## src/rtl/noc_arb_pkg.sv

```systemverilog
`default_nettype none
// ============================================================================
// Module      : noc_arb_pkg
// Description : Shared types, field widths and helpers for the NoC TX arbiter.
// Revision    : 1.0 - initial release
// ============================================================================
package noc_arb_pkg;

    localparam int NOC_VALID_BIT = 7;
    localparam int NOC_DEST_W    = 7;
    localparam int NOC_DATA_W    = 32;

    typedef enum logic [1:0] {
        IDLE = 2'd0,
        HOLD = 2'd1,
        GAP  = 2'd2
    } noc_arb_state_e;

    // Width of a requester index; never narrower than one bit.
    function automatic int grant_idx_w(input int n);
        return (n <= 2) ? 1 : $clog2(n);
    endfunction

endpackage
`default_nettype wire

```

## src/rtl/noc_rr_pick.sv

```systemverilog
`default_nettype none
// ============================================================================
// Module      : noc_rr_pick
// Description : Combinational round-robin picker; search starts after pointer.
// Revision    : 1.0 - initial release
// ============================================================================
module noc_rr_pick
    import noc_arb_pkg::*;
#(
    parameter int NUM_REQ = 4,
    parameter int IDX_W   = grant_idx_w(NUM_REQ)
) (
    input  logic [NUM_REQ-1:0] i_req_valid,
    input  logic [IDX_W-1:0]   i_pointer,
    output logic [NUM_REQ-1:0] o_grant,
    output logic [IDX_W-1:0]   o_grant_idx,
    output logic               o_grant_any
);

    int w_pos;

    always_comb begin
        o_grant     = '0;
        o_grant_idx = '0;
        o_grant_any = 1'b0;
        w_pos       = 0;
        for (int k = 1; k <= NUM_REQ; k++) begin
            w_pos = int'(i_pointer) + k;
            if (w_pos >= NUM_REQ) w_pos = w_pos - NUM_REQ;
            if (!o_grant_any && i_req_valid[w_pos]) begin
                o_grant[w_pos] = 1'b1;
                o_grant_idx    = IDX_W'(w_pos);
                o_grant_any    = 1'b1;
            end
        end
    end

endmodule
`default_nettype wire

```

## src/rtl/noc_tx_arbiter.sv

```systemverilog
`default_nettype none
// ============================================================================
// Module      : noc_tx_arbiter
// Description : Round-robin sharing of the outbound NoC addr/data PIO port.
//               Optional NOC_ARB_ACK_EN: ack-driven four-phase HOLD/GAP exit.
// Revision    : 1.0 - initial release
// ============================================================================
module noc_tx_arbiter
    import noc_arb_pkg::*;
#(
    parameter int NUM_REQ     = 4,
    parameter int HOLD_CYCLES = 4
) (
    input  logic                       clk_clk,
    input  logic                       reset_reset_n,
    input  logic [NUM_REQ-1:0]         req_valid,
    input  logic [NUM_REQ*7-1:0]       req_dest,
    input  logic [NUM_REQ*32-1:0]      req_data,
    output logic [NUM_REQ-1:0]         req_ready,
    input  logic                       noc_ack,
    output logic [7:0]                 noc_addr_out,
    output logic [31:0]                noc_data_out,
    output logic                       busy,
    output logic [2:0]                 last_grant
);

    localparam int c_IDX_W = grant_idx_w(NUM_REQ);

    noc_arb_state_e          r_state;
    logic [c_IDX_W-1:0]      r_ptr;
    logic [7:0]              r_addr;
    logic [NOC_DATA_W-1:0]   r_data;
    logic [2:0]              r_last_grant;

    logic [NUM_REQ-1:0]      w_grant;
    logic [c_IDX_W-1:0]      w_idx;
    logic                    w_any;
    logic [NOC_DEST_W-1:0]   w_sel_dest;
    logic [NOC_DATA_W-1:0]   w_sel_data;

    noc_rr_pick #(
        .NUM_REQ (NUM_REQ),
        .IDX_W   (c_IDX_W)
    ) u_pick (
        .i_req_valid (req_valid),
        .i_pointer   (r_ptr),
        .o_grant     (w_grant),
        .o_grant_idx (w_idx),
        .o_grant_any (w_any)
    );

    // One-hot AND-OR select of the winner's destination and payload.
    always_comb begin
        w_sel_dest = '0;
        w_sel_data = '0;
        for (int i = 0; i < NUM_REQ; i++) begin
            if (w_grant[i]) begin
                w_sel_dest = w_sel_dest | req_dest[i*NOC_DEST_W +: NOC_DEST_W];
                w_sel_data = w_sel_data | req_data[i*NOC_DATA_W +: NOC_DATA_W];
            end
        end
    end

`ifdef NOC_ARB_ACK_EN
    logic [1:0] r_ack_sync;

    always_ff @(posedge clk_clk or negedge reset_reset_n) begin
        if (!reset_reset_n) r_ack_sync <= 2'b00;
        else                r_ack_sync <= {r_ack_sync[0], noc_ack};
    end
`else
    localparam int c_CNT_W = (HOLD_CYCLES < 2) ? 1 : $clog2(HOLD_CYCLES);

    logic [c_CNT_W-1:0] r_cnt;
    logic               w_unused_ack;

    assign w_unused_ack = noc_ack;
`endif

    always_ff @(posedge clk_clk or negedge reset_reset_n) begin
        if (!reset_reset_n) begin
            r_state      <= IDLE;
            r_ptr        <= c_IDX_W'(NUM_REQ - 1);
            r_addr       <= '0;
            r_data       <= '0;
            r_last_grant <= '0;
`ifndef NOC_ARB_ACK_EN
            r_cnt        <= '0;
`endif
        end else begin
            case (r_state)
                IDLE: begin
                    if (w_any) begin
                        r_addr       <= {1'b1, w_sel_dest};
                        r_data       <= w_sel_data;
                        r_last_grant <= 3'(w_idx);
                        r_ptr        <= w_idx;
`ifndef NOC_ARB_ACK_EN
                        r_cnt        <= c_CNT_W'(HOLD_CYCLES - 1);
`endif
                        r_state      <= HOLD;
                    end
                end
                HOLD: begin
`ifdef NOC_ARB_ACK_EN
                    if (r_ack_sync[1]) begin
                        r_addr[NOC_VALID_BIT] <= 1'b0;
                        r_state               <= GAP;
                    end
`else
                    if (r_cnt == '0) begin
                        r_addr[NOC_VALID_BIT] <= 1'b0;
                        r_state               <= GAP;
                    end else begin
                        r_cnt <= r_cnt - 1'b1;
                    end
`endif
                end
                GAP: begin
`ifdef NOC_ARB_ACK_EN
                    if (!r_ack_sync[1]) r_state <= IDLE;
`else
                    r_state <= IDLE;
`endif
                end
                default: r_state <= IDLE;
            endcase
        end
    end

    assign req_ready    = (r_state == IDLE) ? w_grant : '0;
    assign busy         = (r_state != IDLE);
    assign noc_addr_out = r_addr;
    assign noc_data_out = r_data;
    assign last_grant   = r_last_grant;

endmodule
`default_nettype wire

```

## config.mk

```make
export PLATFORM = sky130hd
export DESIGN_NAME = noc_tx_arbiter
export DESIGN_NICKNAME = d
export VERILOG_FILES = /design/src/rtl/noc_arb_pkg.sv /design/src/rtl/noc_rr_pick.sv /design/src/rtl/noc_tx_arbiter.sv
export SDC_FILE = /design/constraint.sdc
export NUM_CORES = 1
export LEC_CHECK = 0
export ABC_CLOCK_PERIOD_IN_PS = 4050
export CAP_MARGIN = 10
export CELL_PAD_IN_SITES_DETAIL_PLACEMENT = 1
export CELL_PAD_IN_SITES_GLOBAL_PLACEMENT = 2
export CORE_MARGIN = 8
export CORE_UTILIZATION = 18
export CTS_CLUSTER_SIZE = 25
export DETAILED_ROUTE_END_ITERATION = 10
export GPL_TIMING_DRIVEN = 0
export PLACE_DENSITY = 0.75
export SYNTH_ARGS = -nofsm -noshare
export SYNTH_HDL_FRONTEND = slang
export SYNTH_SLANG_ARGS = --single-unit
export TNS_END_PERCENT = 50
```

## constraint.sdc

```tcl
create_clock -name clk_clk -period 4.05 [get_ports clk_clk]
set_input_delay 1.215 -clock clk_clk [delete_from_list [all_inputs] [get_ports clk_clk]]
set_output_delay 1.215 -clock clk_clk [all_outputs]
set_load 0.01 [all_outputs]
```

==> run_results.csv, run 1 <==
group,metric,value,unit
timing,slew_headroom,0.551,
synthesis,synth_area_per_cell,8.49,µm²
synthesis,syn_inst,431,
worst_setup_path,cp-end-kind,"output pin",
detailed_routing,viasPerCell,4.76,
worst_setup_path,path_class,"input pin to output pin",
placed_design,postPlaceCellArea,0.00612,mm²
worst_setup_path,path_buf_inv,4,
floorplan,die_h,159,µm
timing,fin_ws,-0.196,ns
cts,clock-sinks,48,
worst_setup_path,critPathMostFrequentCell,"buf_6",
grt,grt_pass1_wl,29600,µm
detailed_routing,dr.first_iter.drc_count,166,
floorplan,boundaryPins,211,
synthesis,synthSimpleGateAreaFrac,0.244,
timing,worstMarginPinSlew,0.673,ns
worst_hold_path,hold_path.class,"register to register",
power,power,4.74,mW
floorplan,die_area,0.0251,mm²
synthesis,syn_area,0.00366,mm²
placed_design,dp_slack,-1.52,ns
finish,area_growth,82.5,%
synthesis,synth.area.mux_share,0.0123,
finish,drive_above_1_share,0.170,
detailed_routing,routedWlPerCell,20.8,µm
job,maxCapViolCount,0,
power,ir_drop,0.233,mV
cts,cts-root-buf,"clkbuf_16",
worst_setup_path,cp-start-kind,"input pin",
synthesis,syn_nets,601,
run_status,status,"finished with violations",
timing,drv_slew,0,
synthesis,synth_seq_cells,48,
grt,use_met1,0.182,
synthesis,synthArstFlopShare,1.00,
finish,finish.utilization,0.332,
worst_setup_path,arrival,3.03,ns
grt,antenna_found_initial,0,
detailed_routing,drc,0,
worst_setup_path,cpLargestDelayFamily,"buffers and inverters",
synthesis,synth_xor_area_frac,0,
cts,clkTransAtPathRegs,0.07,ns
detailed_routing,drt_wl_total,19800,µm
grt,grt_max_degree,26,
worst_setup_path,required,2.83,ns
timing,fmax,0.236,GHz
cts,hold_buffers,0,
worst_setup_path,slowest_delay,0.51,ns
floorplan,core_area,0.0201,mm²
grt,grtUsageMet2,0.255,
detailed_routing,ant_nets,0,
cts,clkLatencyLatePin,0.30,ns
timing,timing.hold.ws,0.479,ns
synthesis,yosysWarnings,0,
synthesis,synth_adder_area_share,0.0239,
synthesis,synth_edf_count,0,
finish,post-route-cell-area,0.00668,mm²
worst_setup_path,path_cells,"buf_6, buf_6, mux4_2, nor2b_4, a22o_1, a211o_1, buf_8, nor2b_1, buf_2",
synthesis,synth_flop_cell,"dfrtp_1",
floorplan,start_util,0.182,
finish,n_antenna_cell,0,
worst_setup_path,ff2ff_setup_slack,0.46,ns
timing,worst_clock_skew,0.00390,ns
synthesis,synth-seq-area-share,0.329,
grt,grt-ovfl-total,0,
cts,cts_tree,"built",
grt,grt_pass1_vias,5155,
timing,setup_viol,4,
timing,period_share,1.05,
placed_design,io_buffer_count,207,
finish,fin_nets,850,
worst_setup_path,critPathMaxFanout,4,
synthesis,synthDistinctLibCells,50,
detailed_routing,via_count,4526,
placed_design,dp.final_hpwl,15200,µm
run_status,violations,"setup timing",
power,powerDensity,711,mW/mm²
timing,hold_viol,0,
synthesis,synth_compound_area_frac,0.328,
cts,cts-htree-levels,2,
grt,met3_usage,0.0548,
timing,rsz0062_at_grt,"yes",
timing,fin_crit,4.25,ns
grt,grt.total_usage,0.153,
floorplan,rows,52,
detailed_routing,drtPass1Iterations,4,
synthesis,synth_top_family_by_area,"compound AO/OA/AOI/OAI gates",
cts,numCtsBuffers,5,
grt,top_usage_layer,"met2",
floorplan,die_w,159,µm
cts,cts_buffer_depth,2,
power,leakage,2.57,nW
worst_setup_path,crit_slowest_cell,"mux4_2",
placed_design,place.gp.congestion,0.843,
[where the power goes]
| part | leakage [nW] | switching, mW | total [mW] | internal (mW) |
|---|---|---|---|---|
| combinational | 1.94 | 1.77 | 3.34 | 1.57 |
| clock | 0.0808 | 0.197 | 0.489 | 0.291 |
| sequential | 0.543 | 0.165 | 0.910 | 0.745 |
| total | 2.57 | 2.13 | 4.74 | 2.61 |
[repair_timing]
item	CTS	global route
setup endpoints to repair	4	4
gates resized for setup	60	14
pin swaps	9	8
buffers inserted	32	7
endpoints found under the hold margin	0	0
cloned	0	0
[cells in the mapped netlist (2+ instances only)]
master | number | area [µm²]
and3_1 | 28 | 175
clkbuf_1 | 21 | 78.8
nor3_1 | 2 | 10.0
mux4_2 | 2 | 45.0
a22oi_1 | 31 | 233
nor2_1 | 51 | 191
a41oi_1 | 11 | 96.3
buf_4 | 3 | 22.5
a2111oi_0 | 18 | 158
buf_6 | 2 | 22.5
nand2_1 | 46 | 173
a31oi_1 | 31 | 194
and2_0 | 2 | 12.5
inv_1 | 6 | 22.5
o21a_1 | 2 | 15.0
a21oi_1 | 5 | 25.0
ha_1 | 7 | 87.6
o21ai_0 | 17 | 85.1
nor2b_1 | 4 | 25.0
or2_1 | 2 | 12.5
a22o_1 | 3 | 26.3
a22oi_2 | 9 | 113
and2_1 | 30 | 188
a221o_1 | 2 | 20.0
a2111oi_2 | 10 | 150
nand3b_1 | 2 | 15.0
dfstp_2 | 2 | 52.6
dfrtp_1 | 46 | 1150
buf_2 | 15 | 75.1
[metal layers]
metal / wire [µm] / part of all wire / up-vias
met3: 1850 / 0.093 / 21
met4: 322 / 0.016 / 0
met1: 8440 / 0.43 / 2193
met5: 0 / 0 / -
met2: 9170 / 0.46 / 197
li1: - / - / 2115
[metrics by stage]
| step | TNS, ns | std cells |
|---|---|---|
| after floorplan | -0.0887 | 431 |
| after global placement | -7.49 | 908 |
| after detailed placement | -6.37 | 909 |
| after CTS | -0.988 | 949 |
| after global routing | -0.818 | 951 |
| final | -0.567 | 951 |
[kinds of logic (layout without fill, tap and decap cells)]
group                      after synthesis  count (layout)
AOI/OAI and AO/OA                      147             147
adders and majority gates                7               7
buffers and inverters                   48             298
DFF                                     48              48
muxes                                    2               2
other                                    1               1
and+or+nand+nor                        178             178
[state kept, by name, indices dropped and copies added (netlist names)]
| signal | flops |
|---|---|
| r_state | 2 |
| noc_data_out | 32 |
| noc_addr_out | 8 |
| r_ptr | 2 |
| r_cnt | 2 |
| last_grant | 2 |
[worst reg2reg max path, delay by kind of cell, from the launching register on]
kind	cells	cell delay (ns)
buf+inv	7	1.09
mux	1	0.38
compound gates	3	1.12
flops	1	0.57
fa+ha+maj	1	0.30
[placed cells by master (no fill, tap or decap), types with 3 or more instances in the layout]
cell / synthesis / final
and2_1: 30 / 29
a31oi_1: 31 / 29
clkbuf_1: 21 / 19
ha_1: 7 / 6
dfrtp_1: 46 / 46
clkdlybuf4s50_1: 0 / 199
nor2_1: 51 / 48
a22oi_2: 9 / 9
a22oi_1: 31 / 31
inv_1: 6 / 5
o21ai_0: 17 / 17
clkbuf_16: 0 / 5
and3_1: 28 / 28
buf_6: 2 / 15
buf_4: 3 / 35
buf_8: 0 / 3
buf_2: 15 / 12
a2111oi_0: 18 / 18
nor2b_1: 4 / 3
a41oi_1: 11 / 11
nand2_1: 46 / 45
a2111oi_2: 10 / 10
a21oi_1: 5 / 3
[final timing paths]
path	startpoint	cells past startpoint	end
min	r_cnt[0]$_DFFE_PN0P_	1	r_cnt[0]$_DFFE_PN0P_
max reg2reg	r_ptr[0]$_DFFE_PN1P_	12	noc_data_out[7]$_DFFE_PN0P_
min in group asynchronous	reset_reset_n	1	noc_addr_out[1]$_DFFE_PN0P_
min reg2reg	r_cnt[0]$_DFFE_PN0P_	1	r_cnt[0]$_DFFE_PN0P_
max	req_valid[3]	9	req_ready[2]
max in group asynchronous	reset_reset_n	2	r_ptr[1]$_DFFE_PN1P_
[cell type report]
cell class / instances / area, µm²
Fill cell: 2307 / 13400
Timing Repair Buffer: 246 / 2380
Multi-Input combinational cell: 335 / 2320
Sequential cell: 48 / 1200
Tap cell: 270 / 338
Buffer: 38 / 235
Clock buffer: 6 / 129
Clock inverter: 2 / 35.0
Inverter: 6 / 26.3
Power figures use the tool's default switching activity.
==> run 2: changes to the inputs <==
--- a/config.mk
+++ b/config.mk
@@ -13,7 +13,6 @@
 export CORE_UTILIZATION = 18
 export CTS_CLUSTER_SIZE = 25
 export DETAILED_ROUTE_END_ITERATION = 10
-export GPL_TIMING_DRIVEN = 0
 export PLACE_DENSITY = 0.75
 export SYNTH_ARGS = -nofsm -noshare
 export SYNTH_HDL_FRONTEND = slang
==> run 2 against run 1 <==
The flow still finishes with violations (setup timing). Highest routed layer unchanged. Flip-flop and latch count did not move. Critical path type unchanged. Die area did not move. Worst setup slack improved by 0.14 ns. Utilization shrank 1.3 points. First-iteration DRC count is 11% higher. Sequential power is 3.8% lower. Count of clock-buffer cells in the layout down 1. Global-route usage fell by 0.38 points. Largest cell class unchanged. Combinational power fell by 8.4%. Register-to-register slack improved by 0.44 ns. Total power shrank 6.4%. Via count down 0.99%.
==> run_results.csv, run 2 (synthesis gave the netlist of run 1 again) <==
group,metric,value,unit
finish,nFillCells,2344,
worst_setup_path,cp-start-kind,"input pin",
finish,area_growth,75.2,%
power,powerDensity,693,mW/mm²
grt,grtUsageMet2,0.254,
power,pwr-share-comb,0.689,
power,swShare,0.457,
timing,fin_ws,-0.0523,ns
finish,fin_nets,817,
finish,largest_reg_flops,32,
detailed_routing,via_count,4481,
power,p_seq_frac,0.197,
timing,period_share,1.01,
placed_design,io_buffer_count,208,
run_status,violations,"setup timing",
timing,fmax,0.244,GHz
detailed_routing,drt_wl_total,19000,µm
cts,clock-sinks,48,
grt,grt_pass1_vias,5027,
worst_setup_path,path_class,"input pin to output pin",
power,leakage,2.45,nW
worst_setup_path,crit_end,"req_ready[2]",
timing,rsz0062_at_grt,"yes",
cts,clkLatencyLatePin,0.30,ns
finish,final_common_cell,"clkdlybuf4s50_1",
cts,cts_tree,"built",
cts,hold_buffers,0,
floorplan,rows,52,
floorplan,die_area,0.0251,mm²
worst_setup_path,reg2reg_to,"noc_data_out[18]$_DFFE_PN0P_",
timing,worstMarginPinSlew,0.735,ns
placed_design,dp_cells,903,
power,p_clk_frac,0.115,
detailed_routing,routedWlPerCell,20.7,µm
grt,antenna_found_initial,0,
timing,drv_slew,0,
grt,top_usage_layer,"met2",
power,power.internal,2.41,mW
timing,setup_viol,3,
grt,met3_usage,0.0483,
finish,layout_common_cells,"199 x clkdlybuf4s50_1, 48 x nor2_1, 46 x nand2_1, 46 x dfrtp_1, 39 x buf_4",
worst_setup_path,required,2.83,ns
placed_design,place.gp.congestion,0.885,
worst_setup_path,critPathMaxFanout,4,
timing,worst_clock_skew,0.00735,ns
worst_setup_path,ff2ff_setup_slack,0.90,ns
grt,grt_pass1_wl,28800,µm
worst_hold_path,hold_path.class,"register to register",
floorplan,boundaryPins,211,
cts,cts-root-buf,"clkbuf_16",
finish,layout.cells.non_filler,918,
grt,grt.total_usage,0.149,
power,power,4.44,mW
floorplan,start_util,0.182,
worst_setup_path,r2r_start,"r_ptr[0]$_DFFE_PN1P_",
cts,numCtsBuffers,5,
detailed_routing,ant_nets,0,
cts,cts-htree-levels,2,
grt,grt_max_degree,40,
cts,cts_buffer_depth,2,
worst_setup_path,reg2regPathDepth,10,
grt,use_met1,0.175,
power,ir_drop,0.204,mV
detailed_routing,viasPerCell,4.88,
finish,drive_above_1_share,0.151,
floorplan,core_area,0.0201,mm²
run_status,status,"finished with violations",
placed_design,dp.final_hpwl,14400,µm
finish,n_antenna_cell,0,
detailed_routing,drtPass1Iterations,4,
timing,slew_headroom,0.510,
grt,grt-ovfl-total,0,
worst_setup_path,cp-end-kind,"output pin",
floorplan,die_w,159,µm
floorplan,die_h,159,µm
worst_setup_path,critPathLaunch,"req_valid[3]",
detailed_routing,dr.first_iter.drc_count,185,
timing,hold_viol,0,
detailed_routing,drc,0,
job,maxCapViolCount,0,
power,power.switching,2.03,mW
timing,fin_crit,4.10,ns
cts,clkTransAtPathRegs,0.07,ns
worst_setup_path,arrival,2.89,ns
run 2: metrics by stage:
step / worst slack, ns / area (µm²) / setup TNS [ns] / hold WS (ns) / util
4_1_cts: -0.0754 / 6410 / -0.187 / 0.486 / 0.319
2_1_floorplan: -0.0660 / 3700 / -0.0887 / 0.440 / -
6_report: -0.0523 / 6410 / -0.129 / 0.479 / 0.319
3_3_place_gp: -0.871 / 6170 / -3.33 / 0.449 / 0.307
5_1_grt: -0.103 / 6410 / -0.357 / 0.529 / 0.319
3_5_place_dp: -0.927 / 6170 / -3.63 / 0.467 / 0.307
run 2: routing by layer:
| metal | share of wire | up-vias |
|---|---|---|
| li1 | - | 2049 |
| met1 | 0.43 | 2198 |
| met2 | 0.47 | 209 |
| met3 | 0.085 | 25 |
| met4 | 0.020 | 0 |
| met5 | 0 | - |
run 2: how the worst min path moves through the flow:
stage,from,end,slack (ns),cells after the start
global placement,r_cnt[0]$_DFFE_PN0P_,r_cnt[0]$_DFFE_PN0P_,0.45,1
CTS,last_grant[1]$_DFFE_PN0P_,last_grant[1]$_DFFE_PN0P_,0.49,2
detailed placement,last_grant[1]$_DFFE_PN0P_,last_grant[1]$_DFFE_PN0P_,0.47,2
global route,last_grant[1]$_DFFE_PN0P_,last_grant[1]$_DFFE_PN0P_,0.53,2
finish,last_grant[1]$_DFFE_PN0P_,last_grant[1]$_DFFE_PN0P_,0.48,2
floorplan,r_cnt[0]$_DFFE_PN0P_,r_cnt[0]$_DFFE_PN0P_,0.44,1
run 2: power by group through the flow:
stage	sequential, mW	combinational [mW]	clock [mW]
2_1_floorplan	0.982	1.61	0
3_3_place_gp	0.878	3.00	0
3_5_place_dp	0.891	3.08	0
4_1_cts	0.883	3.12	0.538
5_1_grt	0.917	3.36	0.551
6_report	0.875	3.06	0.509
run 2: repair_timing:
| item | in CTS | in global routing |
|---|---|---|
| pin swaps | 8 | 2 |
| setup endpoints to repair | 4 | 4 |
| endpoints found under the hold margin | 0 | 0 |
| gates resized for setup | 47 | 0 |
| setup buffers | 8 | 0 |
run 2: area by class of cell:
class / count / area [µm²] / share of cell area
clock buffers: 5 / 125 / 0.0195
clock inverters: 3 / 47.5 / 0.00742
inverters: 6 / 22.5 / 0.00351
multi-input cells: 335 / 2270 / 0.354
flip-flops and latches: 48 / 1200 / 0.188
well taps: 270 / 338 / 0.0527
repair buffers: 251 / 2400 / 0.375
run 2: worst max-delay path: stages:
cell and delay, ns:
buf_6 0.09, buf_6 0.11, buf_4 0.13, buf_4 0.13, a31oi_2 0.20, a21oi_1 0.10, buf_4 0.15, buf_4 0.13
a211o_2 0.34, nor2b_4 0.13, buf_2 0.15
